### src/rtl/repl_policy.sv
// repl_policy: per-set age-based LRU replacement state; define REPL_LOCK_EN to add way locking (lock_mask/all_locked)
module repl_policy #(
  parameter int SET_LOG2 = 4,
  parameter int WAY_LOG2 = 2
) (
  input  logic                clk,
  input  logic                reset,
  output logic                ready,
  input  logic                touch_en,
  input  logic [SET_LOG2-1:0] touch_set,
  input  logic [WAY_LOG2-1:0] touch_way,
  input  logic                replace_en,
  input  logic [SET_LOG2-1:0] replace_set,
  input  logic [SET_LOG2-1:0] query_set,
  output logic [WAY_LOG2-1:0] victim
`ifdef REPL_LOCK_EN
  ,
  input  logic [2**WAY_LOG2-1:0] lock_mask,
  output logic                   all_locked
`endif
);
  localparam int SETS = 2 ** SET_LOG2;
  localparam int WAYS = 2 ** WAY_LOG2;
  typedef logic [WAYS-1:0][WAY_LOG2-1:0] row_t;
  typedef enum logic {INIT, RUN} state_t;
  state_t state;
  logic [SET_LOG2-1:0] cnt;
  row_t age [SETS];
  logic [WAYS-1:0] mask;
  logic rep_ok, touch_ok;
  logic [WAY_LOG2-1:0] rep_way;
`ifdef REPL_LOCK_EN
  assign mask = lock_mask;
  assign all_locked = ready & (&lock_mask);
`else
  assign mask = '0;
`endif
  // lowest-age unlocked way; falls back to the age-0 way when everything is locked
  function automatic logic [WAY_LOG2-1:0] pick(row_t r, logic [WAYS-1:0] m);
    logic [WAY_LOG2-1:0] v, best;
    logic found;
    v = '0;
    best = '0;
    found = 1'b0;
    for (int i = 0; i < WAYS; i++) if (r[i] == '0) v = WAY_LOG2'(i);
    for (int i = 0; i < WAYS; i++)
      if (!m[i] && (!found || r[i] < best)) begin
        v = WAY_LOG2'(i);
        best = r[i];
        found = 1'b1;
      end
    return v;
  endfunction
  function automatic row_t access(row_t r, logic [WAY_LOG2-1:0] w);
    row_t n;
    for (int i = 0; i < WAYS; i++)
      n[i] = (WAY_LOG2'(i) == w) ? WAY_LOG2'(WAYS - 1) : (r[i] > r[w]) ? r[i] - 1'b1 : r[i];
    return n;
  endfunction
  assign rep_way = pick(age[replace_set], mask);
  assign rep_ok = ready & replace_en & ~(&mask);
  assign touch_ok = ready & touch_en & ~(replace_en & (replace_set == touch_set));
  assign victim = ready ? pick(age[query_set], mask) : '0;
  always_ff @(posedge clk) begin
    if (reset) begin
      state <= INIT;
      cnt <= '0;
      ready <= 1'b0;
    end else if (state == INIT) begin
      for (int w = 0; w < WAYS; w++) age[cnt][w] <= WAY_LOG2'(w);
      cnt <= cnt + 1'b1;
      if (&cnt) state <= RUN;
    end else begin
      ready <= 1'b1;
      if (rep_ok) age[replace_set] <= access(age[replace_set], rep_way);
      if (touch_ok) age[touch_set] <= access(age[touch_set], touch_way);
    end
  end
endmodule

### config.mk
export PLATFORM = sky130hd
export DESIGN_NAME = repl_policy
export DESIGN_NICKNAME = d
export VERILOG_FILES = /design/src/rtl/repl_policy.sv
export SDC_FILE = /design/constraint.sdc
export NUM_CORES = 1
export LEC_CHECK = 0
export ABC_AREA = 1
export BUFFER_PORTS_ARGS = -buffer_cell sky130_fd_sc_hd__buf_2
export CORE_UTILIZATION = 35
export DETAILED_ROUTE_END_ITERATION = 8
export PLACE_DENSITY = 0.46
export SETUP_SLACK_MARGIN = 0.2
export SLEW_MARGIN = 20
export SYNTH_ARGS = -nofsm -noshare
export SYNTH_HDL_FRONTEND = slang
export SYNTH_SLANG_ARGS = --single-unit
### constraint.sdc
create_clock -name clk -period 7.35 [get_ports clk]
set_input_delay 1.1025 -clock clk [delete_from_list [all_inputs] [get_ports clk]]
set_output_delay 1.1025 -clock clk [all_outputs]
set_load 0.01 [all_outputs]
==> metrics.md <==
| Metric | Value |
|---|---|
| Status | `finished clean` |
| Post-Synth XOR/XNOR Area | `less than 1%` |
| Initial core utilization | `a little over a third` |
| Static Leak | `5.070 nW` |
| DIE HEIGHT | `around 180 µm` |
| FMAX | `roughly 170 MHz` |
| CTS clk-pin slew, worst paths | `roughly 70 ps` |
| Final GP Congestion | `~0.93` |
| Cells after synthesis | `around 1600` |
| VDD IR max | `approximately 110 µV` |
| M1 GR Usage | `between 40% and 50%` |
| Post-synthesis simple-gate area fraction | `between 30% and 40%` |
| Layout area overhead | `8.895%` |
| Die width | `~180 µm` |
| Core box area | `approximately 30000 µm²` |
| Final hold violations | `0` |
| Met2 Track Usage GR | `a little under half` |
| Final period util | `between 80% and 90%` |
| Post-synthesis sequential area ratio | `between 30% and 40%` |
| Largest net degree at the start of global routing | `85` |
| CTS max path bufs | `2` |
| DPL Wire Length | `33160 µm` |
| Number of synthesized flops with an enable pin | `about 130` |
| Max-slew headroom | `20.39%` |
| Compound-gate portion of the synthesized area | `between 10% and 20%` |
| Synthesized area per cell | `6.965 µm²` |
| Synth Area in Adders | `roughly 2.7%` |
| Fin Setup TNS | `0 ps` |
| Crit Path Class | `input pin to register` |
| Post-synthesis mux area share | `0%` |
| Measured slew at the worst slew-check pin | `around 1200 ps` |
| Syn nets | `between 1500 and 2000` |
| DR DRC count | `0` |
| Mapped Area | `10820 µm²` |
| Total track usage | `31.24%` |
| Ys async rst share | `0%` |
| CP peak stage delay | `around 620 ps` |
| Clock sink count | `between 100 and 150` |
| Slowest cell on crit path | `nand4_2` |
| Gr busiest metal | `met2` |
| MaxCap Viol Count | `0` |
| Yosys reg bits | `approximately 130` |
| Primary FF master, synth | `edfxtp_1` |
| Crit path DAT | `6190 ps` |
| M3 GR Usage | `about 5.4%` |
| Die footprint | `31610 µm²` |
| Crit-path max FO | `38` |
| Final net count | `1580` |
| Yosys cell types | `47` |
| Share of cells above drive strength 1 | `9.794%` |
| # Post-CTS Setup Buffers | `0` |
| Total number of vias | `11158` |
| Pwr Density | `207.1 nW/µm²` |
| IO buf count | `20` |
| Avg Vias per Cell | `roughly 5.7` |
| Worst hold path type | `register to register` |
| Initial DRC Count | `roughly 1500` |
| Worst Hold Depth | `2` |
| CTS tree | `yes` |
| Drt total wl | `roughly 48000 µm` |
| R2r worst-path depth | `31` |
| WP data required | `between 7000 and 8000 ps` |
| Reg-to-reg setup timing slack | `about 2100 ps` |
| Clk_lat worst skew | `~440 ps` |
| Synth warn | `0` |
| Gr ovfl total | `0` |
| CP most frequent cell | `nand2_2` |
| Worst min-delay path endpoint | `state$_SDFF_PP0_` |
| CTS buffer count | `17` |
| Vias in the first global route | `~10000` |
| Largest family of logic cells by synthesized area | `simple AND/OR/NAND/NOR gates` |
| Tmin final | `5999 ps` |
| Critical Path End Type | `register` |
| Root Driver | `clkbuf_16` |
| Wire length per cell | `about 25 µm` |
| First-pass GRT wire length | `69620 µm` |
| RSZ-0062 raised after global routing | `false` |
| Post_cts resized | `0` |
| Critical path launch point type | `input pin` |
| Antenna violations before repair | `1` |
| Hold Slack | `approximately 500 ps` |
| Ant. Diodes | `0` |
| Worst reg2reg path endpoint | `age[9][5]$_DFFE_PP_` |
| # IOs | `21` |
| Cell Rows | `63` |
| Layout Skew | `roughly 12 ps` |
| H-Tree Depth | `4` |
| Reg2reg start | `age[9][1]$_DFFE_PP_` |
| Hold_sp | `cnt[3]$_SDFFE_PP0N_` |
| Drt first pass iters | `6` |
| Final setup vio count | `0` |
| Antenna viol nets, final | `0` |
| Cts hold-fix bufs | `0` |
| Final Max Slew Viols | `0` |
==> how the worst max path moves through the flow <==
stage / startpoint / endpoint / slack [ps] / depth (start not counted)
after floorplan: query_set[0] / victim[0] / 1930 / 19
after global placement: replace_set[0] / age[11][5]$_DFFE_PP_ / 1180 / 31
after detailed placement: replace_set[0] / age[9][5]$_DFFE_PP_ / 1050 / 31
after CTS: replace_set[0] / age[9][5]$_DFFE_PP_ / 1510 / 31
after global routing: replace_set[0] / age[9][5]$_DFFE_PP_ / 970 / 31
final: replace_set[0] / age[9][5]$_DFFE_PP_ / 1350 / 31
==> registers in the layout, indices dropped and copies added, names as in the netlist <==
| name | cells |
|---|---|
| age | 128 |
| cnt | 4 |
| ready | 1 |
| state | 1 |
==> critical path: cells and delay by family <==
kind	cells	cell delay, ps
AOI/OAI and AO/OA	3	950
adders and majority gates	2	550
buffers and inverters	4	760
and+or+nand+nor	22	2750
==> power breakdown <==
group          switching, mW  internal (mW)
registers            0.00655          0.832
logic                  0.557          0.160
clock network          0.403          0.481
==> cell usage after synthesis, types with 15 or more instances <==
master / count / area [µm²]
edfxtp_1: 128 / 3844
nand3_2: 21 / 210.2
o211ai_1: 23 / 172.7
o22ai_1: 36 / 225.2
nand3_1: 145 / 725.7
a21oi_1: 109 / 545.5
clkbuf_1: 43 / 161.4
inv_1: 160 / 600.6
nand2_1: 477 / 1790
nor2_1: 51 / 191.4
buf_2: 18 / 90.09
o21ai_0: 172 / 860.8
nand2_2: 15 / 93.84
ha_1: 23 / 287.8
clkinv_1: 20 / 75.07
==> cells in the final DEF (no fill, tap or decap), types with 23 or more instances in the layout <==
master,n
a21oi_1,109
inv_1,160
o21ai_0,163
ha_1,23
edfxtp_1,128
nor2_1,51
nand3_1,145
o22ai_1,36
buf_4,29
o211ai_1,23
nand2_1,477
==> metrics by stage <==
stage          setup slack [ps]  util, %  cell area (µm²)  total power, mW  instances
4_1_cts                    1514    39.22            11780            2.432       1942
5_1_grt                   974.6    39.22            11780            2.525       1942
2_1_floorplan              1929        -            10820            1.293       1553
6_report                   1351    39.22            11780            2.440       1942
3_5_place_dp               1050    37.28            11200            1.558       1910
3_3_place_gp               1178    37.28            11200            1.554       1910
==> metal layers <==
metal / share of wire [%] / up-vias
li1: - / 5214
met1: 44 / 5229
met2: 42 / 617
met3: 9.0 / 98
met4: 4.3 / 0
met5: 0 / -
==> area by class of cell <==
class / instances / area, µm²
fill: 3144 / 18250
inverter: 187 / 706.9
clock inverter: 15 / 156.4
multi-input combinational: 1151 / 5725
sequential: 134 / 3964
timing repair buffer: 48 / 312.8
clock buffer: 17 / 425.4
tap: 390 / 488.0
==> kinds of logic after synthesis <==
family | count (synthesis)
fa+ha+maj | 23
flops | 134
xor+xnor | 4
simple gates | 748
buf+inv | 268
compound gates | 376
(Power assumes the default switching activity.)
